<file path="src/rtl/trace_ser_pkg.sv">
// Shared types and defaults for the trace serializer (state encoding, default widths).
package trace_ser_pkg;

   localparam int unsigned DEF_DATA_W = 60;
   localparam int unsigned DEF_SYM_W  = 4;

   typedef enum logic {
      IDLE  = 1'b0,
      SHIFT = 1'b1
   } state_t;

   // Number of symbols carried by one decision word.
   function automatic int unsigned sym_count(input int unsigned data_w, input int unsigned sym_w);
      return data_w / sym_w;
   endfunction

endpackage

</file>
<file path="src/rtl/trace_ser_hold.sv">
// One-word holding register used to accept the next decision word while the current one shifts out.
module trace_ser_hold
   import trace_ser_pkg::*;
#(
   parameter int unsigned DATA_W = DEF_DATA_W
) (
   input  logic              clk,
   input  logic              rst,
   input  logic              i_clr,
   input  logic              i_wr,
   input  logic [DATA_W-1:0] i_data,
   input  logic              i_rd,
   output logic              o_full,
   output logic [DATA_W-1:0] o_data
);

   logic              r_full;
   logic [DATA_W-1:0] r_data;

   // Clear beats write; write and read never overlap because write needs empty and read needs full.
   always_ff @(posedge clk) begin
      if (!rst || i_clr) begin
         r_full <= 1'b0;
         r_data <= '0;
      end else if (i_wr) begin
         r_full <= 1'b1;
         r_data <= i_data;
      end else if (i_rd) begin
         r_full <= 1'b0;
         r_data <= '0;
      end
   end

   assign o_full = r_full;
   assign o_data = r_data;

endmodule

</file>
<file path="src/rtl/trace_serializer.sv">
// Serializes a traceback decision word into SYM_W-bit symbols, MSB first, with valid/ready handshake.
// Define TRACE_SERIALIZER_DBUF_EN to add a holding register for back-to-back words.
module trace_serializer
   import trace_ser_pkg::*;
#(
   parameter int unsigned DATA_W = DEF_DATA_W,
   parameter int unsigned SYM_W  = DEF_SYM_W,
   localparam int unsigned NSYM  = sym_count(DATA_W, SYM_W),
   localparam int unsigned IDX_W = (NSYM > 1) ? $clog2(NSYM) : 1
) (
   input  logic              clk,
   input  logic              rst,
   input  logic              i_load,
   input  logic [DATA_W-1:0] i_data,
   output logic              o_ready,
   input  logic              i_flush,
   output logic              o_valid,
   input  logic              i_ready,
   output logic [SYM_W-1:0]  o_sym,
   output logic [IDX_W-1:0]  o_idx,
   output logic              o_last
);

   if (((DATA_W % SYM_W) != 0) || (NSYM < 2)) begin : g_param_check
      $error("trace_serializer: DATA_W must be a multiple of SYM_W giving at least two symbols");
   end

   localparam logic [IDX_W-1:0] LAST_IDX = IDX_W'(NSYM - 1);

   state_t            r_state;
   logic [DATA_W-1:0] r_shift;
   logic [SYM_W-1:0]  r_sym;
   logic [IDX_W-1:0]  r_idx;
   logic              r_last;
   logic              r_valid;

   logic              w_accept;
   logic              w_xfer;
   logic              w_xfer_last;
   logic              w_start;
   logic [DATA_W-1:0] w_start_data;

   assign w_accept    = i_load && o_ready && !i_flush;
   assign w_xfer      = r_valid && i_ready;
   assign w_xfer_last = w_xfer && r_last;

`ifdef TRACE_SERIALIZER_DBUF_EN
   logic              w_hold_full;
   logic [DATA_W-1:0] w_hold_data;
   logic              w_hold_wr;
   logic              w_hold_rd;

   assign o_ready = !w_hold_full;

   // A word arriving while idle, or exactly as the last symbol leaves, goes straight to the shifter.
   assign w_hold_wr    = w_accept && (r_state == SHIFT) && !w_xfer_last;
   assign w_hold_rd    = w_xfer_last && w_hold_full && !i_flush;
   assign w_start      = (w_accept && !w_hold_wr) || w_hold_rd;
   assign w_start_data = w_hold_rd ? w_hold_data : i_data;

   trace_ser_hold #(
      .DATA_W (DATA_W)
   ) u_hold (
      .clk    (clk),
      .rst    (rst),
      .i_clr  (i_flush),
      .i_wr   (w_hold_wr),
      .i_data (i_data),
      .i_rd   (w_hold_rd),
      .o_full (w_hold_full),
      .o_data (w_hold_data)
   );
`else
   assign o_ready      = (r_state == IDLE);
   assign w_start      = w_accept;
   assign w_start_data = i_data;
`endif

   // State, shifter and registered symbol outputs; flush shares the reset path and wins over everything.
   always_ff @(posedge clk) begin
      if (!rst || i_flush) begin
         r_state <= IDLE;
         r_shift <= '0;
         r_sym   <= '0;
         r_idx   <= '0;
         r_last  <= 1'b0;
         r_valid <= 1'b0;
      end else if (w_start) begin
         r_state <= SHIFT;
         r_shift <= w_start_data << SYM_W;
         r_sym   <= w_start_data[DATA_W-1 -: SYM_W];
         r_idx   <= '0;
         r_last  <= 1'b0;
         r_valid <= 1'b1;
      end else if (w_xfer_last) begin
         r_state <= IDLE;
         r_shift <= '0;
         r_sym   <= '0;
         r_idx   <= '0;
         r_last  <= 1'b0;
         r_valid <= 1'b0;
      end else if (w_xfer) begin
         r_shift <= r_shift << SYM_W;
         r_sym   <= r_shift[DATA_W-1 -: SYM_W];
         r_idx   <= r_idx + IDX_W'(1);
         r_last  <= (r_idx == (LAST_IDX - IDX_W'(1)));
      end
   end

   assign o_valid = r_valid;
   assign o_sym   = r_sym;
   assign o_idx   = r_idx;
   assign o_last  = r_last;

endmodule

</file>
<file path="config.mk">
export PLATFORM = sky130hd
export DESIGN_NAME = trace_serializer
export DESIGN_NICKNAME = d
export VERILOG_FILES = /design/src/rtl/trace_ser_pkg.sv /design/src/rtl/trace_ser_hold.sv /design/src/rtl/trace_serializer.sv
export SDC_FILE = /design/constraint.sdc
export NUM_CORES = 1
export LEC_CHECK = 0
export BUFFER_PORTS_ARGS = -buffer_cell sky130_fd_sc_hd__clkbuf_2
export CAP_MARGIN = 0
export CORE_MARGIN = 5
export CORE_UTILIZATION = 57
export CTS_CLUSTER_DIAMETER = 60
export DETAILED_ROUTE_END_ITERATION = 16
export PLACE_DENSITY_LB_ADDON = 0.05
export SYNTH_ARGS = -nofsm -noshare
export SYNTH_HDL_FRONTEND = slang
export SYNTH_SLANG_ARGS = --single-unit
export TNS_END_PERCENT = 20
</file>
<file path="constraint.sdc">
create_clock -name clk -period 4.4 [get_ports clk]
set_clock_uncertainty 0.15 [all_clocks]
set_input_delay 0.44 -clock clk [delete_from_list [all_inputs] [get_ports clk]]
set_output_delay 0.44 -clock clk [all_outputs]
set_load 0.02 [all_outputs]
</file>
==> qor.tcl <==
set qor(clockBufferDepth) 2
set qor(antenna_found_initial) 0
set qor(hold-worst-slack_ns) 0.159
set qor(cts_setup_buffers) 0
set qor(synth_top_family_by_area) {compound AO/OA/AOI/OAI gates}
set qor(synth-seq-area-share) 0.443
set qor(layout_worst_path_cycle_share) 0.502
set qor(clkTransAtPathRegs_ns) 0.07
set qor(r2r-start) {o_valid}
set qor(cts_resized) 0
set qor(clock.fmax_mhz) 453
set qor(place_hpwl_mm) 4.84
set qor(rsz0062_at_grt) {false}
set qor(synth_simple_gate_area_frac) 0.195
set qor(end_of_the_worst_register_to_register_path) {r_shift[27]}
set qor(startpoint_type) {flop}
set qor(timing.critical_path.arrival_ns) 1.62
set qor(worst-setup-path-type) {flop to output pin}
set qor(postSynthRegisterBits) 66
set qor(post_synth_fa_ha_maj_area_fraction) 0.00839
set qor(rr_worst_depth) 3
set qor(synth.net_count) 414
set qor(grt_ovf) 0
set qor(critical_path.max_fanout) 65
set qor(post-route-drc-count) 0
set qor(routed-via-count) 2916
set qor(pwr_density_cell_nw_per_um2) 415
set qor(drt_pass1_iterations) 5
set qor(irDropWorstVdd_v) 0.000273
set qor(cts_hold_buffers) 0
set qor(utilization) 0.699
set qor(clock_sink_count) 66
set qor(route.detailed.vias_per_inst) 6.18
set qor(critical_path_sink) {o_ready}
set qor(count_of_warnings_emitted_by_yosys) 0
set qor(gp_congestion) 0.815
set qor(track_usage) 0.239
set qor(area_growth_syn_to_layout_pct) 19.8
set qor(root_buffer) {clkbuf_8}
set qor(pin_count_of_the_biggest_net_entering_global_routing) 66
set qor(dp_slack_ns) 2.22
set qor(worst-slew-pin-transition_ns) 1.11
set qor(fraction_of_the_mapped_netlist_area_in_compound_gates) 0.274
set qor(num_antenna_cells) 0
set qor(critical_path_capture_point_type) {output pin}
set qor(totalPowerFinal_uw) 1480
set qor(cts_tree) {done}
set qor(filler_cell_count) 443
set qor(cellLeakagePower_uw) 0.00130
set qor(wl_mm) 7.81
set qor(die_span_x_um) 82.3
set qor(grt_pass1_vias) 2574
set qor(nets) 464
set qor(boundaryPins) 76
set qor(floorplan.die_area_um2) 6780
set qor(place.port_buffers) 75
set qor(first_pass_grt_wire_length_mm) 12.5
set qor(synth.cell_area_um2) 2980
set qor(report.final.slew_viol_count) 0
set qor(drtAntennaViolNets) 0
set qor(cts_buffers) 9
set qor(post_synth_mux_area_share) 0.00336
set qor(hold_violations) 0
set qor(final_period_minus_worst_setup_slack_ns) 2.21
set qor(start_util) 0.584
set qor(synth.lib_cells_used.distinct) 31
set qor(timing.final.setup_violations) 0
set qor(drtIter0Drc) 264
set qor(die_h_um) 82.3
set qor(fraction_of_layout_cells_with_a_size_suffix_above_1) 0.261
set qor(worst_setup_path_startpoint) {o_valid}
set qor(core_area_um2) 5110
set qor(cap_viol_max_count) 0
set qor(setup.reg_to_reg.worst_slack_ns) 2.32
set qor(timing.setup.tns_ns) 0
set qor(std_cell_rows) 26
set qor(htree_num_levels) 3
set qor(final_critical_path_setup_slack_ns) 2.19
set qor(critical_path_data_required_time_ns) 3.81
set qor(status) {completed}
set qor(post_synth_xor_area_fraction) 0.00587
set qor(syn_inst) 347
set qor(clock_latency_ns) 0.34
set qor(post_drt_wl_per_cell_um) 16.5
set qor(max_slew_margin) 0.259
set qor(syn_area_per_cell_um2) 8.60
set qor(min_path_type) {input pin to flop}
[state kept, by name, summed over array words and instances (netlist names)]
register and cells:
o_sym 4, o_last 1, r_shift 56, o_idx 4, o_valid 1
[where the power goes]
group / internal [uW] / leakage (uW) / switching, uW
combinational: 49.8 / 0.000626 / 74.1
sequential: 612 / 0.000535 / 11.0
clock: 491 / 0.000136 / 244
total: 1150 / 0.00130 / 329
[final cells by class]
class                   instances  area (um2)  share of cell area
multi-input cells             239        1460               0.409
flip-flops and latches         66        1320               0.370
inverters                       2        7.51             0.00210
repair buffers                 79         405               0.113
clock buffers                   9         124              0.0347
clock inverters                 7         165              0.0462
well taps                      70        87.6              0.0245
[synth_stat cells (all sizes together)]
cell type,count,area share
and2,1,0.0029
or3,1,0.0021
xor2,1,0.0029
inv,2,0.0025
nand2b,2,0.0042
nand4,1,0.0021
nor2b,2,0.0042
xnor2,1,0.0029
a211o,1,0.0059
nor2,7,0.0088
or3b,1,0.0029
nand3,55,0.092
mux2i,1,0.0034
ha,2,0.0084
a31oi,32,0.067
clkbuf,10,0.013
o21ai,2,0.0034
a211oi,1,0.0042
dfxtp,66,0.44
a22oi,15,0.038
nand2,50,0.063
and4bb,1,0.0042
and2b,2,0.0059
buf,30,0.055
a32oi,45,0.13
a21oi,14,0.023
and3b,1,0.0029
[placed cells by master (no fill, tap or decap), types with 2 or more instances in the layout]
cell type   Yosys  final
a21oi_1        14     14
buf_4           1      4
nor2b_2         0      2
clkbuf_8        0      9
a31oi_1        32     32
dfxtp_1        66     66
clkinvlp_4      0      2
ha_1            2      2
nand2_1        50     50
bufinv_16       0      5
a32oi_1        45     45
a22oi_1        15     15
o21ai_0         2      2
clkbuf_2        0     75
nor2_1          7      7
nand3_1        55     55
[how the worst min path moves through the flow]
stage	startpoint	endpoint	slack (ns)	depth (start not counted)
global placement	r_shift[29]	r_shift[29]	0.29	2
detailed placement	r_shift[47]	r_shift[47]	0.29	2
floorplan	r_shift[31]	r_shift[31]	0.28	2
CTS	i_data[27]	r_shift[31]	0.15	3
global route	i_data[24]	r_shift[28]	0.16	3
finish	i_data[27]	r_shift[31]	0.16	3
[cell families after synthesis]
| group | after synthesis |
|---|---|
| buf+inv | 42 |
| flops | 66 |
| fa+ha+maj | 2 |
| mux | 1 |
| xor+xnor | 2 |
| compound gates | 110 |
| simple gates | 124 |
[worst max-delay path, stage by stage (launching register included)]
cell      delay [ns]
dfxtp_1         0.41
clkinv_1        0.07
buf_4           0.49
clkbuf_2        0.28
[through the flow]
| stage | instances | instance area [um2] |
|---|---|---|
| after detailed placement | 456 | 3280 |
| after global routing | 472 | 3570 |
| after CTS | 472 | 3570 |
| after floorplan | 347 | 2980 |
| after global placement | 456 | 3280 |
| final | 472 | 3570 |
[metal layers]
layer | share of wire | global-route usage
met5 | 0 | 0
met1 | 0.45 | 0.328
met3 | 0.069 | 0.0466
met2 | 0.47 | 0.374
met4 | 0.0095 | 0.0847
Note: power is estimated with default switching activity, not from simulation.
